<file path="src/rtl/batch_scheduler_pq_pkg.sv">
// batch_scheduler_pq_pkg: FSM encoding, default table geometry and clog2 helper
package batch_scheduler_pq_pkg;
  typedef enum logic [2:0] {PQ_IDLE, PQ_COLLECT, PQ_SELECT, PQ_ISSUE, PQ_DONE} pq_state_t;
  localparam int PQ_REQ_DEPTH  = 32;
  localparam int PQ_SRR_DEPTH  = 16;
  localparam int PQ_SBR_DEPTH  = 8;
  localparam int PQ_HIT_TAG_W  = 16;
  localparam int PQ_MISS_TAG_W = 8;
  function automatic int clog2(input int v);
    int r;
    r = 0;
    while ((1 << r) < v) r++;
    return r;
  endfunction
endpackage

</file>
<file path="src/rtl/batch_scheduler_pq_if.sv">
// batch_scheduler_pq_if: batch request stream, issue stream and status bundle
interface batch_scheduler_pq_if
  import batch_scheduler_pq_pkg::*;
#(
  parameter int REQ_DEPTH  = PQ_REQ_DEPTH,
  parameter int SBR_DEPTH  = PQ_SBR_DEPTH,
  parameter int HIT_TAG_W  = PQ_HIT_TAG_W,
  parameter int MISS_TAG_W = PQ_MISS_TAG_W
);
  localparam int RID_W = clog2(REQ_DEPTH);
  localparam int SBR_W = clog2(SBR_DEPTH);
  logic                  start, crit_mode;
  logic                  in_valid, in_ready, in_last;
  logic [HIT_TAG_W-1:0]  in_hit_tag;
  logic [MISS_TAG_W-1:0] in_miss_tag;
  logic                  out_valid, out_ready, out_last;
  logic [RID_W-1:0]      out_req_id;
  logic [SBR_W-1:0]      out_sbr, critical_sbr;
  logic                  busy, done, forced_close;
  modport master (
    output start, crit_mode, in_valid, in_hit_tag, in_miss_tag, in_last, out_ready,
    input  in_ready, out_valid, out_req_id, out_sbr, out_last, busy, done, forced_close, critical_sbr
  );
  modport slave (
    input  start, crit_mode, in_valid, in_hit_tag, in_miss_tag, in_last, out_ready,
    output in_ready, out_valid, out_req_id, out_sbr, out_last, busy, done, forced_close, critical_sbr
  );
endinterface

</file>
<file path="src/rtl/batch_scheduler_pq_cam.sv">
// sched_tag_cam: single-cycle tag lookup over valid entries, lowest matching index wins
module sched_tag_cam
  import batch_scheduler_pq_pkg::*;
#(
  parameter int DEPTH = 16,
  parameter int TAG_W = 16,
  localparam int IW   = clog2(DEPTH)
)(
  input  logic [DEPTH-1:0]            i_valid,
  input  logic [DEPTH-1:0][TAG_W-1:0] i_tags,
  input  logic [TAG_W-1:0]            i_tag,
  output logic                        o_hit,
  output logic [IW-1:0]               o_idx
);
  always_comb begin
    o_hit = 1'b0;
    o_idx = '0;
    for (int i = DEPTH-1; i >= 0; i--)
      if (i_valid[i] && i_tags[i] == i_tag) begin
        o_hit = 1'b1;
        o_idx = IW'(i);
      end
  end
endmodule

</file>
<file path="src/rtl/batch_scheduler_pq.sv">
// batch_scheduler_pq: groups a batch into row (SRR) and bank (SBR) chains, then issues
// request IDs bank by bank, critical-path-first or in allocation order
module batch_scheduler_pq
  import batch_scheduler_pq_pkg::*;
#(
  parameter int REQ_DEPTH  = PQ_REQ_DEPTH,
  parameter int SRR_DEPTH  = PQ_SRR_DEPTH,
  parameter int SBR_DEPTH  = PQ_SBR_DEPTH,
  parameter int HIT_TAG_W  = PQ_HIT_TAG_W,
  parameter int MISS_TAG_W = PQ_MISS_TAG_W
)(
  input logic clk,
  input logic rst_n,
  batch_scheduler_pq_if.slave bus
);
  localparam int RID_W = clog2(REQ_DEPTH);
  localparam int SRR_W = clog2(SRR_DEPTH);
  localparam int SBR_W = clog2(SBR_DEPTH);
  localparam logic [RID_W:0] REQ_LIM = (RID_W+1)'(REQ_DEPTH);
  localparam logic [SRR_W:0] SRR_LIM = (SRR_W+1)'(SRR_DEPTH);
  localparam logic [SBR_W:0] SBR_LIM = (SBR_W+1)'(SBR_DEPTH);
  localparam logic [RID_W:0] REQ_TOP = (RID_W+1)'(REQ_DEPTH-1);
  localparam logic [SRR_W:0] SRR_TOP = (SRR_W+1)'(SRR_DEPTH-1);
  localparam logic [SBR_W:0] SBR_TOP = (SBR_W+1)'(SBR_DEPTH-1);
  pq_state_t r_state, w_next;
  logic [RID_W:0] r_req_cnt, r_issued_cnt;
  logic [SRR_W:0] r_srr_cnt;
  logic [SBR_W:0] r_sbr_cnt;
  logic r_crit, r_forced, r_first, r_found;
  logic [SBR_W-1:0] r_critical, r_cur_sbr, r_scan, r_best;
  logic [SRR_W-1:0] r_cur_srr;
  logic [RID_W-1:0] r_cur_req;
  logic [REQ_DEPTH-1:0][RID_W-1:0] r_req_next;
  logic [SRR_DEPTH-1:0] r_srr_valid;
  logic [SRR_DEPTH-1:0][HIT_TAG_W-1:0] r_srr_tag;
  logic [SRR_DEPTH-1:0][RID_W-1:0] r_srr_head, r_srr_tail;
  logic [SRR_DEPTH-1:0][SRR_W-1:0] r_srr_next;
  logic [SRR_DEPTH-1:0][SBR_W-1:0] r_srr_sbr;
  logic [SBR_DEPTH-1:0] r_sbr_valid, r_sbr_issued;
  logic [SBR_DEPTH-1:0][MISS_TAG_W-1:0] r_sbr_tag;
  logic [SBR_DEPTH-1:0][SRR_W-1:0] r_sbr_head, r_sbr_tail;
  logic [SBR_DEPTH-1:0][RID_W:0] r_sbr_total;
  logic w_rdy, w_acc, w_srr_hit, w_sbr_hit, w_full, w_take, w_sel_done, w_fire, w_srr_end, w_sbr_end, w_more;
  logic [SRR_W-1:0] w_srr_idx, w_new_srr;
  logic [SBR_W-1:0] w_sbr_idx, w_new_sbr, w_sel, w_low;
  logic [RID_W-1:0] w_id;
  logic [SBR_DEPTH-1:0] w_pend;
  sched_tag_cam #(.DEPTH(SRR_DEPTH), .TAG_W(HIT_TAG_W)) u_srr_cam (
    .i_valid(r_srr_valid), .i_tags(r_srr_tag), .i_tag(bus.in_hit_tag), .o_hit(w_srr_hit), .o_idx(w_srr_idx)
  );
  sched_tag_cam #(.DEPTH(SBR_DEPTH), .TAG_W(MISS_TAG_W)) u_sbr_cam (
    .i_valid(r_sbr_valid), .i_tags(r_sbr_tag), .i_tag(bus.in_miss_tag), .o_hit(w_sbr_hit), .o_idx(w_sbr_idx)
  );
  assign w_id      = r_req_cnt[RID_W-1:0];
  assign w_new_srr = r_srr_cnt[SRR_W-1:0];
  assign w_new_sbr = r_sbr_cnt[SBR_W-1:0];
  assign w_rdy     = r_state == PQ_COLLECT && r_req_cnt < REQ_LIM && r_srr_cnt < SRR_LIM && r_sbr_cnt < SBR_LIM;
  assign w_acc     = w_rdy && bus.in_valid;
  // close early when this accept fills whichever table it allocates into
  assign w_full    = r_req_cnt == REQ_TOP || (!w_srr_hit && (r_srr_cnt == SRR_TOP || (!w_sbr_hit && r_sbr_cnt == SBR_TOP)));
  assign w_pend    = r_sbr_valid & ~r_sbr_issued;
  assign w_take    = w_pend[r_scan] && (!r_found || r_sbr_total[r_scan] > r_sbr_total[r_best]);
  assign w_sel     = r_crit ? (w_take ? r_scan : r_best) : w_low;
  assign w_sel_done = !r_crit || {1'b0, r_scan} == r_sbr_cnt - (SBR_W+1)'(1);
  assign w_fire    = r_state == PQ_ISSUE && bus.out_ready;
  assign w_srr_end = r_cur_req == r_srr_tail[r_cur_srr];
  assign w_sbr_end = r_cur_srr == r_sbr_tail[r_cur_sbr];
  assign w_more    = |(w_pend & ~(SBR_DEPTH'(1) << r_cur_sbr));
  always_comb begin
    w_low = '0;
    for (int i = SBR_DEPTH-1; i >= 0; i--)
      if (w_pend[i]) w_low = SBR_W'(i);
  end
  always_comb begin
    w_next = r_state;
    case (r_state)
      PQ_IDLE:    if (bus.start) w_next = PQ_COLLECT;
      PQ_COLLECT: if (w_acc && (bus.in_last || w_full)) w_next = PQ_SELECT;
      PQ_SELECT:  if (w_sel_done) w_next = PQ_ISSUE;
      PQ_ISSUE:   if (w_fire && w_srr_end && w_sbr_end) w_next = w_more ? PQ_SELECT : PQ_DONE;
      default:    w_next = PQ_IDLE;
    endcase
    bus.in_ready  = w_rdy;
    bus.out_valid = r_state == PQ_ISSUE;
    bus.out_last  = r_state == PQ_ISSUE && r_issued_cnt == r_req_cnt - (RID_W+1)'(1);
    bus.busy      = r_state != PQ_IDLE;
    bus.done      = r_state == PQ_DONE;
  end
  assign bus.out_req_id   = r_cur_req;
  assign bus.out_sbr      = r_cur_sbr;
  assign bus.forced_close = r_forced;
  assign bus.critical_sbr = r_critical;
  always_ff @(posedge clk or negedge rst_n)
    if (!rst_n) r_state <= PQ_IDLE;
    else r_state <= w_next;
  always_ff @(posedge clk or negedge rst_n) begin
    if (!rst_n) begin
      {r_req_cnt, r_issued_cnt, r_srr_cnt, r_sbr_cnt} <= '0;
      {r_crit, r_forced, r_first, r_found} <= '0;
      {r_critical, r_cur_sbr, r_scan, r_best, r_cur_srr, r_cur_req} <= '0;
      {r_srr_valid, r_sbr_valid, r_sbr_issued} <= '0;
      r_req_next <= '0;
      {r_srr_tag, r_srr_head, r_srr_tail, r_srr_next, r_srr_sbr} <= '0;
      {r_sbr_tag, r_sbr_head, r_sbr_tail, r_sbr_total} <= '0;
    end else begin
      if (r_state == PQ_IDLE && bus.start) begin
        {r_req_cnt, r_issued_cnt, r_srr_cnt, r_sbr_cnt} <= '0;
        {r_srr_valid, r_sbr_valid, r_sbr_issued} <= '0;
        r_crit     <= bus.crit_mode;
        r_forced   <= 1'b0;
        r_first    <= 1'b1;
        r_critical <= '0;
      end
      if (w_acc) begin
        r_req_cnt <= r_req_cnt + (RID_W+1)'(1);
        r_forced  <= r_forced | w_full;
        if (w_srr_hit) begin
          r_req_next[r_srr_tail[w_srr_idx]] <= w_id;
          r_srr_tail[w_srr_idx] <= w_id;
          r_sbr_total[r_srr_sbr[w_srr_idx]] <= r_sbr_total[r_srr_sbr[w_srr_idx]] + (RID_W+1)'(1);
        end else begin
          r_srr_cnt <= r_srr_cnt + (SRR_W+1)'(1);
          r_srr_valid[w_new_srr] <= 1'b1;
          r_srr_tag[w_new_srr]   <= bus.in_hit_tag;
          r_srr_head[w_new_srr]  <= w_id;
          r_srr_tail[w_new_srr]  <= w_id;
          if (w_sbr_hit) begin
            r_srr_next[r_sbr_tail[w_sbr_idx]] <= w_new_srr;
            r_sbr_tail[w_sbr_idx]  <= w_new_srr;
            r_srr_sbr[w_new_srr]   <= w_sbr_idx;
            r_sbr_total[w_sbr_idx] <= r_sbr_total[w_sbr_idx] + (RID_W+1)'(1);
          end else begin
            r_sbr_cnt <= r_sbr_cnt + (SBR_W+1)'(1);
            r_sbr_valid[w_new_sbr] <= 1'b1;
            r_sbr_tag[w_new_sbr]   <= bus.in_miss_tag;
            r_sbr_head[w_new_sbr]  <= w_new_srr;
            r_sbr_tail[w_new_sbr]  <= w_new_srr;
            r_sbr_total[w_new_sbr] <= (RID_W+1)'(1);
            r_srr_sbr[w_new_srr]   <= w_new_sbr;
          end
        end
      end
      if (r_state == PQ_SELECT) begin
        r_scan <= r_scan + SBR_W'(1);
        if (w_take) begin
          r_best  <= r_scan;
          r_found <= 1'b1;
        end
        if (w_sel_done) begin
          r_cur_sbr <= w_sel;
          r_cur_srr <= r_sbr_head[w_sel];
          r_cur_req <= r_srr_head[r_sbr_head[w_sel]];
          if (r_crit && r_first) begin
            r_critical <= w_sel;
            r_first    <= 1'b0;
          end
        end
      end else begin
        r_scan  <= '0;
        r_found <= 1'b0;
      end
      // walk requests within the row, then hop to the next row of the same bank
      if (w_fire) begin
        r_issued_cnt <= r_issued_cnt + (RID_W+1)'(1);
        if (!w_srr_end) r_cur_req <= r_req_next[r_cur_req];
        else if (!w_sbr_end) begin
          r_cur_srr <= r_srr_next[r_cur_srr];
          r_cur_req <= r_srr_head[r_srr_next[r_cur_srr]];
        end else r_sbr_issued[r_cur_sbr] <= 1'b1;
      end
    end
  end
endmodule

</file>
<file path="src/flat_wrapper.sv">
// flat-port wrapper written by rule: the top's interface ports become plain ports
module batch_scheduler_pq_flat import batch_scheduler_pq_pkg::*;
#(
  parameter int REQ_DEPTH  = PQ_REQ_DEPTH,
  parameter int SRR_DEPTH  = PQ_SRR_DEPTH,
  parameter int SBR_DEPTH  = PQ_SBR_DEPTH,
  parameter int HIT_TAG_W  = PQ_HIT_TAG_W,
  parameter int MISS_TAG_W = PQ_MISS_TAG_W
)
  (clk, rst_n, bus_start, bus_crit_mode, bus_in_valid, bus_in_hit_tag, bus_in_miss_tag, bus_in_last, bus_out_ready, bus_in_ready, bus_out_valid, bus_out_req_id, bus_out_sbr, bus_out_last, bus_busy, bus_done, bus_forced_close, bus_critical_sbr);
  batch_scheduler_pq_if #(.REQ_DEPTH(REQ_DEPTH), .SBR_DEPTH(SBR_DEPTH), .HIT_TAG_W(HIT_TAG_W), .MISS_TAG_W(MISS_TAG_W)) bus_i ();
  input logic clk;
  input logic rst_n;
  input wire logic [$bits(bus_i.start)-1:0] bus_start;
  input wire logic [$bits(bus_i.crit_mode)-1:0] bus_crit_mode;
  input wire logic [$bits(bus_i.in_valid)-1:0] bus_in_valid;
  input wire logic [$bits(bus_i.in_hit_tag)-1:0] bus_in_hit_tag;
  input wire logic [$bits(bus_i.in_miss_tag)-1:0] bus_in_miss_tag;
  input wire logic [$bits(bus_i.in_last)-1:0] bus_in_last;
  input wire logic [$bits(bus_i.out_ready)-1:0] bus_out_ready;
  output wire logic [$bits(bus_i.in_ready)-1:0] bus_in_ready;
  output wire logic [$bits(bus_i.out_valid)-1:0] bus_out_valid;
  output wire logic [$bits(bus_i.out_req_id)-1:0] bus_out_req_id;
  output wire logic [$bits(bus_i.out_sbr)-1:0] bus_out_sbr;
  output wire logic [$bits(bus_i.out_last)-1:0] bus_out_last;
  output wire logic [$bits(bus_i.busy)-1:0] bus_busy;
  output wire logic [$bits(bus_i.done)-1:0] bus_done;
  output wire logic [$bits(bus_i.forced_close)-1:0] bus_forced_close;
  output wire logic [$bits(bus_i.critical_sbr)-1:0] bus_critical_sbr;
  assign bus_i.start = bus_start;
  assign bus_i.crit_mode = bus_crit_mode;
  assign bus_i.in_valid = bus_in_valid;
  assign bus_i.in_hit_tag = bus_in_hit_tag;
  assign bus_i.in_miss_tag = bus_in_miss_tag;
  assign bus_i.in_last = bus_in_last;
  assign bus_i.out_ready = bus_out_ready;
  assign bus_in_ready = bus_i.in_ready;
  assign bus_out_valid = bus_i.out_valid;
  assign bus_out_req_id = bus_i.out_req_id;
  assign bus_out_sbr = bus_i.out_sbr;
  assign bus_out_last = bus_i.out_last;
  assign bus_busy = bus_i.busy;
  assign bus_done = bus_i.done;
  assign bus_forced_close = bus_i.forced_close;
  assign bus_critical_sbr = bus_i.critical_sbr;
  batch_scheduler_pq #(.REQ_DEPTH(REQ_DEPTH), .SRR_DEPTH(SRR_DEPTH), .SBR_DEPTH(SBR_DEPTH), .HIT_TAG_W(HIT_TAG_W), .MISS_TAG_W(MISS_TAG_W)) u_core (.clk(clk), .rst_n(rst_n), .bus(bus_i));
endmodule
</file>
<file path="config.mk">
export PLATFORM = sky130hd
export DESIGN_NAME = batch_scheduler_pq_flat
export DESIGN_NICKNAME = d
export VERILOG_FILES = /design/src/rtl/batch_scheduler_pq_pkg.sv /design/src/rtl/batch_scheduler_pq_if.sv /design/src/rtl/batch_scheduler_pq_cam.sv /design/src/rtl/batch_scheduler_pq.sv /design/src/flat_wrapper.sv
export SDC_FILE = /design/constraint.sdc
export NUM_CORES = 2
export LEC_CHECK = 0
export BUFFER_PORTS_ARGS = -buffer_cell sky130_fd_sc_hd__buf_2
export CORE_ASPECT_RATIO = 0.9
export CORE_UTILIZATION = 44
export CTS_BUF_LIST = sky130_fd_sc_hd__clkbuf_16
export CTS_CLUSTER_DIAMETER = 80
export DETAILED_ROUTE_END_ITERATION = 7
export SYNTH_ARGS = -nofsm -noshare
export SYNTH_HDL_FRONTEND = slang
export SYNTH_SLANG_ARGS = --single-unit
</file>
<file path="constraint.sdc">
create_clock -name clk -period 10.2 [get_ports clk]
set_input_delay 0.51 -clock clk [delete_from_list [all_inputs] [get_ports clk]]
set_output_delay 0.51 -clock clk [all_outputs]
set_load 0.01 [all_outputs]
</file>
* Yosys cells after proc, flatten, opt, wreduce, memory -nomap -nowiden
Index checks and enable logic that the tools add are counted.
** Word-level totals
- Register bits after elaboration :: 945
- Bits in latches :: 0
- Memory bits (read-only) :: 0
- Output and inout port bits :: 17
- RAM bits :: 0
- Memories kept :: 0
- Logic and storage cells :: 505
- Bits of input ports :: 31
** Cells by class
- Magnitude comparators :: 27
- Reductions and logical operators :: 66
- Equality and inequality tests :: 40
- Mux-type cells :: 187
- $add $sub $neg :: 9
- Bitwise logic cells :: 13
- Shifts and indexed selects :: 1
- $mul :: 0
- Div/mod/pow operators :: 0
** Operators by type and width (number)
- $bwmux 256 :: 1
- $eq 16x16->1 :: 16
- $bwmux 80 :: 3
- $bwmux 48 :: 4
- $bwmux 160 :: 1
- $mux 48 :: 3
- $bwmux 64 :: 2
- $mux 4 :: 32
- $bwmux 32 :: 3
- $mux 3 :: 30
- $bmux 5 s4 :: 4
- $mux 5 :: 16
- $mux 80 :: 1
- $bmux 6 s3 :: 4
- $mux 8 :: 9
- $demux 16 s4 :: 1
- $eq 8x8->1 :: 8
- $mux 16 :: 4
- $mux 6 :: 10
- $demux 6 s3 :: 3
- $logic_and 1x1->1 :: 46
- $and 40x40->40 :: 1
- $demux 5 s4 :: 2
- $not 40->40 :: 1
- other kinds (59) :: 138

* Logic depth before layout (Yosys ltp)
- Depth after elaboration :: 26
- Depth in mapped cells :: 26
- Gate-level depth less buffers :: 19

* Cells and area by module
Synthesis repeated with hierarchy kept, for this count alone.
** Second synthesis, totals
- Cells, all modules :: 4016
- Area total of the unflattened synthesis :: 48669.2 µm²
** Modules (own cells, without submodules)
- batch_scheduler_pq :: cells each 3486, area each 44423.9 µm², instances 1
- sched_tag_cam (u_core.u_srr_cam) :: cells each 416, area each 3365.7 µm², instances 1
- sched_tag_cam (u_core.u_sbr_cam) :: cells each 114, area each 879.6 µm², instances 1

* Least setup slack after synthesis
No wires, ideal clock.
- Path kind :: reg-to-reg
- From :: reg u_core.r_scan[0]
- To :: reg u_core.r_cur_req[1] (netlist: u_core.bus.out_req_id[1])
- Slack :: 4114 ps
- Arrival :: 5952 ps
- Buffers on the path :: 4
- Cell stages (with the launch flop) :: 23
- Period minus slack after synthesis :: 6086 ps
- Required time :: 10066 ps
- Setup time :: 134 ps
- Cell sequence :: dfrtp_1 clkbuf_1 buf_1 mux4_2 mux2_2 ha_1 nor2b_1 o21a_1 o21a_1 o21ai_0 nand2_1 o211ai_1 a21oi_1 mux2_2 a21oi_1 mux4_2 mux2i_1 clkbuf_1 buf_1 mux2i_1 a21oi_1 o21ai_0 o211ai_1
** Between the ends
- Cells in the longest elaborated chain, start to end :: 16
- Elaborated cells between the ends (all ways) :: 20
- Those cells by class :: 1 x order compare; 1 x eq/ne; 15 x mux; 3 x reduce/logical
** RTL lines
- from (decl) :: line batch_scheduler_pq.sv:30 : logic [SBR_W-1:0] r_critical, r_cur_sbr, r_scan, r_best;
- from (signal assigned) :: line batch_scheduler_pq.sv:144 : r_scan <= r_scan + SBR_W'(1);
- $bmux 6 s3 :: line batch_scheduler_pq.sv:62 : assign w_take = w_pend[r_scan] && (!r_found || r_sbr_total[r_scan] > r_sbr_total[r_best]);
- $mux 6 (implied by the code) :: line batch_scheduler_pq.sv:62
- $gt 6x6->1 :: line batch_scheduler_pq.sv:62
- $logic_or 1x1->1 :: line batch_scheduler_pq.sv:62
- $logic_and 1x1->1 :: line batch_scheduler_pq.sv:62
- $mux 3 (2 in series) :: line batch_scheduler_pq.sv:63 : assign w_sel = r_crit ? (w_take ? r_scan : r_best) : w_low;
- $bmux 4 s3 :: line batch_scheduler_pq.sv:152 : r_cur_req <= r_srr_head[r_sbr_head[w_sel]];
- $mux 4 (implied by the code) :: line batch_scheduler_pq.sv:152
- $bmux 5 s4 :: line batch_scheduler_pq.sv:152
- $mux 5 (implied by the code) :: line batch_scheduler_pq.sv:152
- $mux 5 (*) :: line batch_scheduler_pq.sv:149 : if (w_sel_done) begin
- $mux 5 (*) :: line batch_scheduler_pq.sv:143 : if (r_state == PQ_SELECT) begin
- $mux 5 :: line batch_scheduler_pq.sv:166 : else if (!w_sbr_end) begin
- $mux 5 :: line batch_scheduler_pq.sv:165 : if (!w_srr_end) r_cur_req <= r_req_next[r_cur_req];
- $mux 5 (*) :: line batch_scheduler_pq.sv:163 : if (w_fire) begin
- to (signal assigned) :: line batch_scheduler_pq.sv:152
- to (signal assigned) :: line batch_scheduler_pq.sv:165
- to (signal assigned) :: line batch_scheduler_pq.sv:168 : r_cur_req <= r_srr_head[r_srr_next[r_cur_srr]];
- to (decl) :: line batch_scheduler_pq.sv:32 : logic [RID_W-1:0] r_cur_req;
Every way passes the cells marked *; elsewhere a longest branch is shown, timed or not. The select of a mux whose other input is x is not followed.
A chain may end at the register's enable or synchronous reset.

* Final worst setup path
- From :: in bus_in_hit_tag[15]
- To :: reg u_core.r_sbr_total[40] in the netlist's numbering
** Between the ends
- Cells in the longest elaborated chain, start to end :: 26
- Elaborated cells between the ends (all ways) :: 76
- Those cells by class :: 1 x add/sub; 2 x order compare; 16 x eq/ne; 40 x mux; 17 x reduce/logical
** RTL lines
- from (decl) :: line flat_wrapper.sv:17 : input wire logic [$bits(bus_i.in_hit_tag)-1:0] bus_in_hit_tag;
- parallel branches: the longest is 25 deep, another holds $eq 16x16->1
- $mux 48 (*) :: line batch_scheduler_pq.sv:117 : if (w_srr_hit) begin
- to (signal, indexed assignment) :: line batch_scheduler_pq.sv:120 : r_sbr_total[r_srr_sbr[w_srr_idx]] <= r_sbr_total[r_srr_sbr[w_srr_idx]] + (RID_W+1)'(1);
- to (signal, indexed assignment) :: line batch_scheduler_pq.sv:131 : r_sbr_total[w_sbr_idx] <= r_sbr_total[w_sbr_idx] + (RID_W+1)'(1);
- to (signal, indexed assignment) :: line batch_scheduler_pq.sv:138 : r_sbr_total[w_new_sbr] <= (RID_W+1)'(1);
- to (decl) :: line batch_scheduler_pq.sv:42 : logic [SBR_DEPTH-1:0][RID_W:0] r_sbr_total;
Mark *: on every way between the ends. The select of a mux whose other input is x is not followed.

==> flow_summary.yaml <==
run_status:
  status: "completed"
route:
  wirelength_um: 149300
  wl_per_cell_um: 24.61
  post_drt_via_cell_ratio: 6.008
  drcViolationCount: 0
  detail-route-antenna-nets: 0
  first_pass_iters: 6
  vias: 36460
  drtIter0Drc: 3534
global_route:
  met2_usage_pct: 38.03
  grt.overflow.total: 0
  grtUsageTotal_pct: 25.55
  grt_max_degree: 162
  grt_busiest_layer: "met2"
  grt_pass1_vias: 35880
  use_met1_pct: 37.60
  antenna_found_initial: 4
  grt_pass1_wl_um: 231000
  grt.met3_usage_pct: 5.621
cells_and_area:
  num_antenna_cells: 0
  syn_to_final_growth_pct: 9.440
  stdcell_count: 6068
  fillCellCount: 10460
  finalNetCount: 4527
  drive_gt1_share_pct: 25.79
power:
  vdd_drop_max_uv: 208.6
  powerDensity_nw_per_um2: 198.9
  power_leakage_nw: 24.91
timing:
  min_period_over_period_pct: 64.78
  drv_slew: 0
  rsz0062_at_grt: "false"
  fin_crit_ns: 6.607
  tightest_slew_ns: 1.349
  tns_ns: 0
  finalHoldViolCount: 0
  slew_headroom_pct: 9.719
  clock_skew_ns: 0.05460
  fmax_mhz: 151.3
  finalSetupViolCount: 0
logic_synthesis:
  synth_nets: 4596
  ys_warn_count: 0
  yosys.area_share.xor_xnor_pct: 6.081
  syn-instance-count: 4546
  yosysTopAreaCell: "dfrtp_1"
  yosysSeqAreaShare_pct: 46.27
  syn_avg_cell_area_um2: 11.24
  synth_edf_count: 0
  synth_async_sr_flop_share_pct: 100.0
  synth-simple-area-share_pct: 11.66
  synthAdderAreaFrac_pct: 0.4651
  ys_ff_latch: 945
  synth_ff_type: "dfrtp_1"
  synth.area.mux_share_pct: 23.48
  synth_top_family_by_area: "multiplexers"
  synth-compound-area-share_pct: 8.602
  ys_top_cells_by_area: "dfrtp_1 46%, mux2_2 14%, mux4_2 6.9%, xnor2_1 5.0%, nand2_1 4.2%"
  synth_cell_types: 114
  synth_area_um2: 51110
  synth.top_cell.area_share_pct: 46.27
critical_path:
  cp.required_ns: 10.79
  cpMostUsedCell: "mux2i_1"
  path_max_fanout: 32
  crit_buf_inv: 3
  path_cells: "buf_2, xor2_1, or4b_1, nor4_2, nand3_1, a311oi_1, o221a_2, nor2_1, a311oi_1, a2bb2oi_1, and3_1, mux2i_1, mux2i_1, mux2i_1, inv_1, ha_1, inv_1, nor3_2, xor2_2, o21ai_1"
  critPathSlowestCell: "a311oi_1"
  critPathTopFamily: "simple AND/OR/NAND/NOR gates"
  endpoint_kind: "flip-flop"
  cp-start-kind: "primary input"
  critPathMaxStageDelay_ns: 0.86
  criticalPathCategory: "primary input to flip-flop"
  worstPathArrival_ns: 7.20
floorplanning:
  core_area_um2: 115200
  dieArea_um2: 117500
  io_pins: 48
  start_util_pct: 44.38
  num_rows: 118
  fp.dieW_um: 361.3
  dieHeight_um: 325.3
clock_network:
  cts_tree: "built"
  clockBufferDepth: 3
  h-tree-depth: 3
  clock_latency_ns: 0.74
  cts.sinks: 945
  root_buffer: "clkbuf_16"
  cts.reportedPaths.clkPinSlew_ns: 0.06
  post-cts-setup-buffers: 0
  cts_inserted_buffers: 104
  cts_resized: 0
place:
  routabilityCongestion: 0.9791
  dp_hpwl_um: 100700
  place_inst: 5869
  portBuffers: 47
min_path:
  hold_class: "primary input to flip-flop"
run:
  maxCapViolations: 0
## path summary, 6_finish.rpt
path / startpoint / end / slack [ns] / depth (start not counted)
worst max-delay path: bus_in_hit_tag[15] / u_core.r_sbr_total[40] / 3.59 / 20
worst min-delay path: bus_in_valid / u_core.r_req_cnt[4] / 0.16 / 4
worst max register to register: u_core.r_srr_tag[214] / u_core.r_sbr_total[40] / 3.71 / 19
worst min register to register: u_core.r_srr_next[60] / u_core.r_srr_next[60] / 0.47 / 2
max in group asynchronous: rst_n / u_core.r_req_cnt[3] / 7.52 / 4
min in group asynchronous: rst_n / u_core.r_srr_tag[249] / 0.38 / 2
## sequential cells by signal (all words and copies together), names as in the netlist, 5 cells and up
| name | cells |
|---|---|
| u_core.r_srr_cnt | 5 |
| u_core.r_sbr_tag | 64 |
| u_core.r_srr_next | 64 |
| u_core.r_req_cnt | 6 |
| u_core.r_srr_tail | 80 |
| u_core.r_sbr_total | 48 |
| u_core.r_srr_tag | 256 |
| u_core.r_sbr_issued | 8 |
| u_core.bus.out_req_id | 5 |
| u_core.r_req_next | 160 |
| u_core.r_sbr_head | 32 |
| u_core.r_issued_cnt | 6 |
| u_core.r_sbr_tail | 32 |
| u_core.r_srr_valid | 16 |
| u_core.r_srr_sbr | 48 |
| u_core.r_srr_head | 80 |
| u_core.r_sbr_valid | 8 |
## synthesized netlist by cell type, types with 9 or more instances
master / count
nor3_1: 67
xnor2_1: 292
nor2_1: 182
clkbuf_1: 228
o21ai_1: 24
mux2i_1: 105
o31ai_1: 10
nor2b_1: 23
and2_1: 16
buf_1: 19
xor2_1: 56
mux4_2: 157
buf_2: 24
o21ai_0: 294
and3_1: 29
o22ai_1: 14
a21o_1: 10
a32oi_1: 15
inv_1: 73
o211ai_1: 21
nand2_1: 567
nand2b_1: 14
a221oi_1: 9
nand3_1: 105
a211oi_1: 23
and4_1: 15
a22oi_1: 32
mux2_2: 650
a21oi_1: 96
or2_2: 12
ha_1: 19
buf_4: 9
o21a_1: 18
dfrtp_1: 945
nor4_1: 26
or3_1: 10
nand4_1: 97
buf_6: 30
or4_1: 11
## power breakdown
| part | switching [mW] | internal [mW] | leakage, nW |
|---|---|---|---|
| registers | 0.400 | 4.08 | 12.9 |
| logic | 1.72 | 1.12 | 10.2 |
| clock network | 1.66 | 2.14 | 1.76 |
| total | 3.78 | 7.34 | 24.9 |
## what timing repair did
item                       CTS  global route
setup endpoints to repair    0             0
hold buffers                 2             0
hold endpoints to repair    85             0
## cells in the final DEF (no fill, tap or decap), drive strengths merged, types with 10 or more instances in the layout
cell,count
dfrtp,945
mux2,657
nand2,569
o21ai,319
xnor2,293
nor2,183
mux4,157
buf,135
nand3,107
mux2i,106
clkbuf,105
inv,101
nand4,97
a21oi,96
nor3,71
xor2,58
clkinv,50
a22oi,32
nor4,31
and3,29
a211oi,25
nor2b,23
o211ai,22
and2,21
or2,20
ha,19
o21a,18
or4,17
and4,15
a32oi,15
o22ai,15
nand2b,14
a221oi,11
or4b,11
or3,10
a21o,10
o31ai,10
bufinv,10
## stage by stage
step | area (µm²) | setup WS, ns | power, mW | hold WS, ns | utilization, %
after floorplan | 51110 | 4.114 | 6.424 | 0.2144 | -
after global placement | 52500 | 3.096 | 7.334 | 0.4568 | 45.58
after detailed placement | 52500 | 2.983 | 7.364 | 0.4657 | 45.58
after CTS | 55930 | 3.789 | 11.19 | 0.1164 | 48.57
after global routing | 55930 | 3.302 | 11.64 | 0.1832 | 48.57
final | 55930 | 3.593 | 11.13 | 0.1619 | 48.57
## layout make-up
type,count,area [µm²],share of cell area [%]
multi-input cells,3215,25750,46.04
clock buffers,105,2628,4.697
clock inverters,92,792.0,1.416
well taps,1500,1877,3.355
inverters,74,277.8,0.4966
repair buffers,137,950.9,1.700
flip-flops and latches,945,23660,42.30
## worst register-to-register path: stages, from the launching register on
cell and delay, ns:
dfrtp_1 0.41, xor2_1 0.15, or4b_1 0.61, nor4_2 0.29, nand3_1 0.13, a311oi_1 0.86, o221a_2 0.42, nor2_1 0.08
a311oi_1 0.20, a2bb2oi_1 0.26, and3_1 0.86, mux2i_1 0.31, mux2i_1 0.10, mux2i_1 0.37, inv_1 0.24, ha_1 0.30
inv_1 0.11, nor3_2 0.07, xor2_2 0.45, o21ai_1 0.13
## routing by layer
layer	share of wire, %	vias up
met2	44	1312
li1	-	16280
met3	7.8	240
met4	2.4	0
met1	46	18630
met5	0	-
## logic make-up after synthesis
| group | Yosys count |
|---|---|
| AOI/OAI and AO/OA | 682 |
| xor gates and xnor gates | 351 |
| adders and majority gates | 19 |
| buffers and inverters | 386 |
| DFF | 945 |
| muxes | 920 |
| and+or+nand+nor | 1243 |
No activity file was read; power rests on OpenSTA's default activity.
